==> src/rtl/credit_flowcontrol.sv <==
// credit_flowcontrol: per-output saturating credit counters gating arbiter ready (optional CREDIT_ERR_EN: sticky err_out/err_port)
module credit_flowcontrol #(
  parameter int NPORTS = 3,
  parameter int CREDITS = 4,
  parameter int CW = 3
) (
  input  logic                 clk,
  input  logic                 rst,
  input  logic [NPORTS-1:0]    port_sel,
  input  logic [NPORTS-1:0]    flit_sent,
  input  logic [NPORTS-1:0]    credit_in,
  output logic [NPORTS-1:0]    ready_out,
`ifdef CREDIT_ERR_EN
  output logic                 err_out,
  output logic [NPORTS-1:0]    err_port,
`endif
  output logic [NPORTS*CW-1:0] credit_cnt
);
  localparam logic [CW-1:0] FULL = CW'(CREDITS);
  if ((1 << CW) <= CREDITS) begin : g_cw_chk
    $error("CW too narrow for CREDITS");
  end
  logic [NPORTS-1:0] empty, full;
  for (genvar i = 0; i < NPORTS; i++) begin : g_port
    logic [CW-1:0] cnt;
    logic dec, inc;
    assign empty[i] = cnt == '0;
    assign full[i] = cnt == FULL;
    assign dec = flit_sent[i] & ~empty[i];
    assign inc = credit_in[i] & ~full[i];
    assign credit_cnt[i*CW +: CW] = cnt;
    always_ff @(posedge clk)
      cnt <= rst ? FULL : (inc & ~dec) ? cnt + 1'b1 : (dec & ~inc) ? cnt - 1'b1 : cnt;
  end
  always_comb ready_out = rst ? '0 : port_sel & ~empty;
`ifdef CREDIT_ERR_EN
  always_ff @(posedge clk)
    err_port <= rst ? '0 : err_port | (flit_sent & empty) | (credit_in & full);
  assign err_out = |err_port;
`endif
endmodule

==> config.mk <==
export PLATFORM = sky130hd
export DESIGN_NAME = credit_flowcontrol
export DESIGN_NICKNAME = d
export VERILOG_FILES = /design/src/rtl/credit_flowcontrol.sv
export SDC_FILE = /design/constraint.sdc
export NUM_CORES = 1
export LEC_CHECK = 0
export BUFFER_PORTS_ARGS = -buffer_cell sky130_fd_sc_hd__buf_2
export CAP_MARGIN = 40
export CORE_MARGIN = 2
export CORE_UTILIZATION = 29
export CTS_CLUSTER_DIAMETER = 200
export DETAILED_ROUTE_END_ITERATION = 10
export PLACE_DENSITY_LB_ADDON = 0.08
export RECOVER_POWER = 50
export SETUP_SLACK_MARGIN = 0.15
export SLEW_MARGIN = 10
export SYNTH_ARGS = -nofsm -noshare
export SYNTH_HDL_FRONTEND = slang
export SYNTH_SLANG_ARGS = --single-unit
==> constraint.sdc <==
create_clock -name clk -period 5.26 [get_ports clk]
set_clock_uncertainty 0.1 [all_clocks]
set_input_delay 0 -clock clk [delete_from_list [all_inputs] [get_ports clk]]
set_output_delay 0 -clock clk [all_outputs]
set_load 0.02 [all_outputs]
Word-level counts from Yosys, hierarchy flattened

Index checks and enable logic that the tools add are counted.

Flip-flop bits (word level): 9
Input port bits: 11
Output and inout port bits: 12
Logic and storage cells: 51

Add/sub/neg operators: 6
Eq/ne operators: 3
Multiplexer cells: 7
Bitwise logic cells: 26
Reduce and logical (&&, ||, !) cells: 6

Operators with widths:

| cell                                                               | count |
|---|---|
| 3-bit two-way mux                                                  | 7 |
| 1-bit AND                                                          | 12 |
| 1-bit NOT                                                          | 12 |
| 3-bit by 1-bit adder with 3-bit output, second input constant      | 3 |
| 3-bit equality test, second input constant                         | 3 |
| 3-bit zero test                                                    | 3 |
| 3-bit by 1-bit subtractor with 3-bit output, second input constant | 3 |
| 2-bit nonzero test                                                 | 3 |
| 3-bit AND                                                          | 1 |
| 3-bit NOT                                                          | 1 |

Logic depth before layout (Yosys ltp)

Depth in word-level cells: 7
Gate-level depth with buffers: 8
Gate-level depth less buffers: 8

Least setup slack after synthesis

OpenSTA, ideal clock, no wires.

Path kind: flip-flop to flip-flop
From: register g_port[2].cnt[0]
To: register g_port[2].cnt[2]
Library setup time: 0.127 ns
Arrival time: 1.984 ns
Data required time: 5.033 ns
Slack: 3.049 ns
Stages on the path, launching flop included: 9
Buffers on the path: 0
Cell sequence: dfxtp_1 nor2_1 a21boi_0 ha_1 inv_1 fa_1 xor2_1 o21ai_0 or3b_1

Longest elaborated chain between the ends: 6
Elaborated cells on any way between the ends: 15
Those cells by class: 2 x add/sub; 1 x eq/ne; 2 x mux; 8 x bitwise; 2 x reduce/logical

RTL lines:

| what                                                                            | RTL line | text |
|---|---|---|
| start: declaration                                                              | 25       | `logic [CW-1:0] cnt;` |
| start signal: assignment                                                        | 33       | `cnt <= rst ? FULL : (inc & ~dec) ? cnt + 1'b1 : (dec & ~inc) ? cnt - 1'b1 : cnt;` |
| 3-bit equality test / 3-bit zero test (equally long branches)                   | 28, 27   |  |
| 1-bit NOT (on tied branches)                                                    | 30, 29   |  |
| 1-bit AND (on tied branches)                                                    | 30, 29   |  |
| 1-bit NOT                                                                       | 33       |  |
| 1-bit AND                                                                       | 33       |  |
| 2-bit nonzero test (no source line) / 3-bit two-way mux (equally long branches) | -        |  |

Several ways; a longest one is shown, not always the timed one. The select of a mux whose other input is x is not followed.
A chain may end at the register's enable or synchronous reset.

Worst setup path in the final report

Same ends and word-level chain as after synthesis.

==> run_results.csv <==
group,metric,value,unit
status,outcome,"complete, no violations",
layout,regMostFlops,"g_port.cnt",
timing,hold_slack,0.189,ns
drt,dr.pass1.iters,4,
logic_synthesis,synthDominantCellAreaShare,0.331,
pwr,p_total,402,uW
logic_synthesis,avgSynthCellArea,9.38,um2
layout,largest_reg_flops,9,
cts,htreeDepth,1,
timing,finalCriticalPeriod,2.26,ns
drt,routed_via_density,4.35,
global_route,grt_max_degree,13,
cts,cts_made_buffers,3,
cts,cts_tree,"yes",
global_route,first_global_vias,432,
layout,final_common_cell,"buf_2",
logic_synthesis,synth_cells,58,
logic_synthesis,ys_seq_area_frac,0.331,
global_route,grt_pass1_wl,1.84,mm
drt,dr.first_iter.drc_count,5,
pwr,total_leakage_power,0.320,nW
cts,clkTransAtPathRegs,0.07,ns
floorplanning,ios,23,
timing,fmax,443,MHz
logic_synthesis,synth-seq-cells,9,
floorplanning,dieArea,0.00224,mm2
logic_synthesis,synthesis.nets,75,
setup_path,critPathKind,"register to register",
cts,cts_num_sinks,9,
global_route,grt_util_met1,0.153,
timing,slew_viol_final,0,
drt,drtAntennaViolNets,0,
logic_synthesis,synth.distinct_cells,15,
layout,layoutNonFillerInstCount,109,
drt,wl,1.06,mm
floorplanning,num_rows,15,
cts,post-cts-setup-buffers,0,
pwr,vdd_ir_drop_max,0.000213,V
timing,finalSetupViolCount,0,
global_route,antenna_found_initial,0,
pwr,cellPowerDensity,569,mW/mm2
setup_path,end_kind,"register",
setup_path,cp_data_arrival_time,2.30,ns
layout,design_area,707,um2
timing,worstMarginPinSlew,0.251,ns
drt,wl_per_cell,9.75,um
global_route,met2_usage,0.178,
drt,vias,474,
cts,insertion_delay,0.26,ns
cts,root_buffer,"clkbuf_4",
drt,drcViolationCount,0,
floorplanning,fp.coreArea,0.00175,mm2
cts,cts_buffer_depth,2,
placement,numPortBuffers,22,
timing,finalHoldViolations,0,
logic_synthesis,yosysTopAreaCell,"dfxtp_1",
layout,final_util,0.405,
placement,post-place-ws,2.98,ns
logic_synthesis,ys_warn_count,0,
global_route,grt-ovfl-total,0,
logic_synthesis,synth_area,544,um2
placement,postPlaceCellArea,682,um2
placement,dp_hpwl,824,um
layout,layout.nets,102,
layout,drive_gt1_frac,0.190,
placement,placed_cells,104,
logic_synthesis,synth_area_leaders,"dfxtp_1 (33%), fa_1 (11%), xor2_1 (9.7%), ha_1 (6.9%), nor2_1 (6.2%)",
min_path,min_path_type,"primary input to register",
floorplanning,dieHeight,47.3,um
timing,rsz0062_at_grt,"false",
setup_path,cp.required,5.31,ns
floorplanning,initial_core_util,0.312,
timing,tns,0,ns
global_route,use_met3,0.0462,
setup_path,critical_path.max_fanout,5,
placement,gp_congestion,0.673,
setup_path,r2r_slack,3.00,ns
timing,final.period_utilization,0.429,
timing,max_slew_margin,0.834,
setup_path,critPathLaunchType,"register",
layout,syn_to_final_growth,29.9,%
global_route,grt_usage,0.119,
run,maxCapViolations,0,
layout,final_cell_mix,"buf_2 (12), clkbuf_1 (10), nor2_1 (9), dfxtp_1 (9)",
layout,reg.largest.list,"g_port.cnt (9)",
timing,setup_ws,3.00,ns
floorplanning,dieWidth,47.3,um
global_route,grt-busiest-layer,"met2",
layout,insertedDiodeCount,0,
## worst max-delay path: stages (launching register included)
cell and delay [ns]:
dfxtp_1 0.36, nor3_1 0.25, nand2b_1 0.14, ha_1 0.17, inv_1 0.06, fa_1 0.38
xor2_1 0.18, o21ai_0 0.15, or3b_1 0.35
## worst paths after layout
kind,to,from,cells past startpoint
min,g_port[1].cnt[0],flit_sent[1],5
min reg2reg,g_port[0].cnt[1],g_port[0].cnt[1],2
max reg2reg,g_port[2].cnt[2],g_port[2].cnt[0],8
max,g_port[2].cnt[2],g_port[2].cnt[0],8
## layout make-up
class	instances	area (um2)
Multi-Input combinational cell	45	349
Clock inverter	1	5.00
Timing Repair Buffer	23	108
Clock buffer	3	22.5
Tap cell	25	31.3
Sequential cell	9	180
Fill cell	205	1040
Inverter	3	11.3
## Yosys cell counts
cell      n
inv_1     3
xor2_1    6
ha_1      3
o21ai_1   2
fa_1      3
nand2b_1  3
clkbuf_1  1
o21ai_0   1
mux2i_1   3
a21boi_0  3
or3b_1    3
nor3_1    6
dfxtp_1   9
nor3b_1   3
nor2_1    9
## report_power, final
group / internal (mW) / leakage, nW / switching [mW]
clock network: 0.0280 / 0.0177 / 0.0248
registers: 0.0945 / 0.0748 / 0.0360
logic: 0.0970 / 0.228 / 0.122
total: 0.220 / 0.320 / 0.183
## metal layers
| layer | routed length [um] | part of all wire | vias up |
|---|---|---|---|
| met2 | 482 | 0.45 | 13 |
| met3 | 80 | 0.075 | 0 |
| met1 | 500 | 0.47 | 214 |
| met4 | 0 | 0 | 0 |
| li1 | - | - | 247 |
| met5 | 0 | 0 | - |
## kinds of logic after synthesis
logic type,share of synthesized area
mux,0.0552
compound gates,0.0690
flops,0.331
buf+inv,0.0276
xor+xnor,0.0966
simple gates,0.241
fa+ha+maj,0.179
## timing repair
action | 4_1_cts | 5_1_grt
endpoints found under the hold margin | 6 | 0
hold buffers | 1 | 0
resized for setup | 0 | 0
Note: power is estimated with default switching activity, not from simulation.
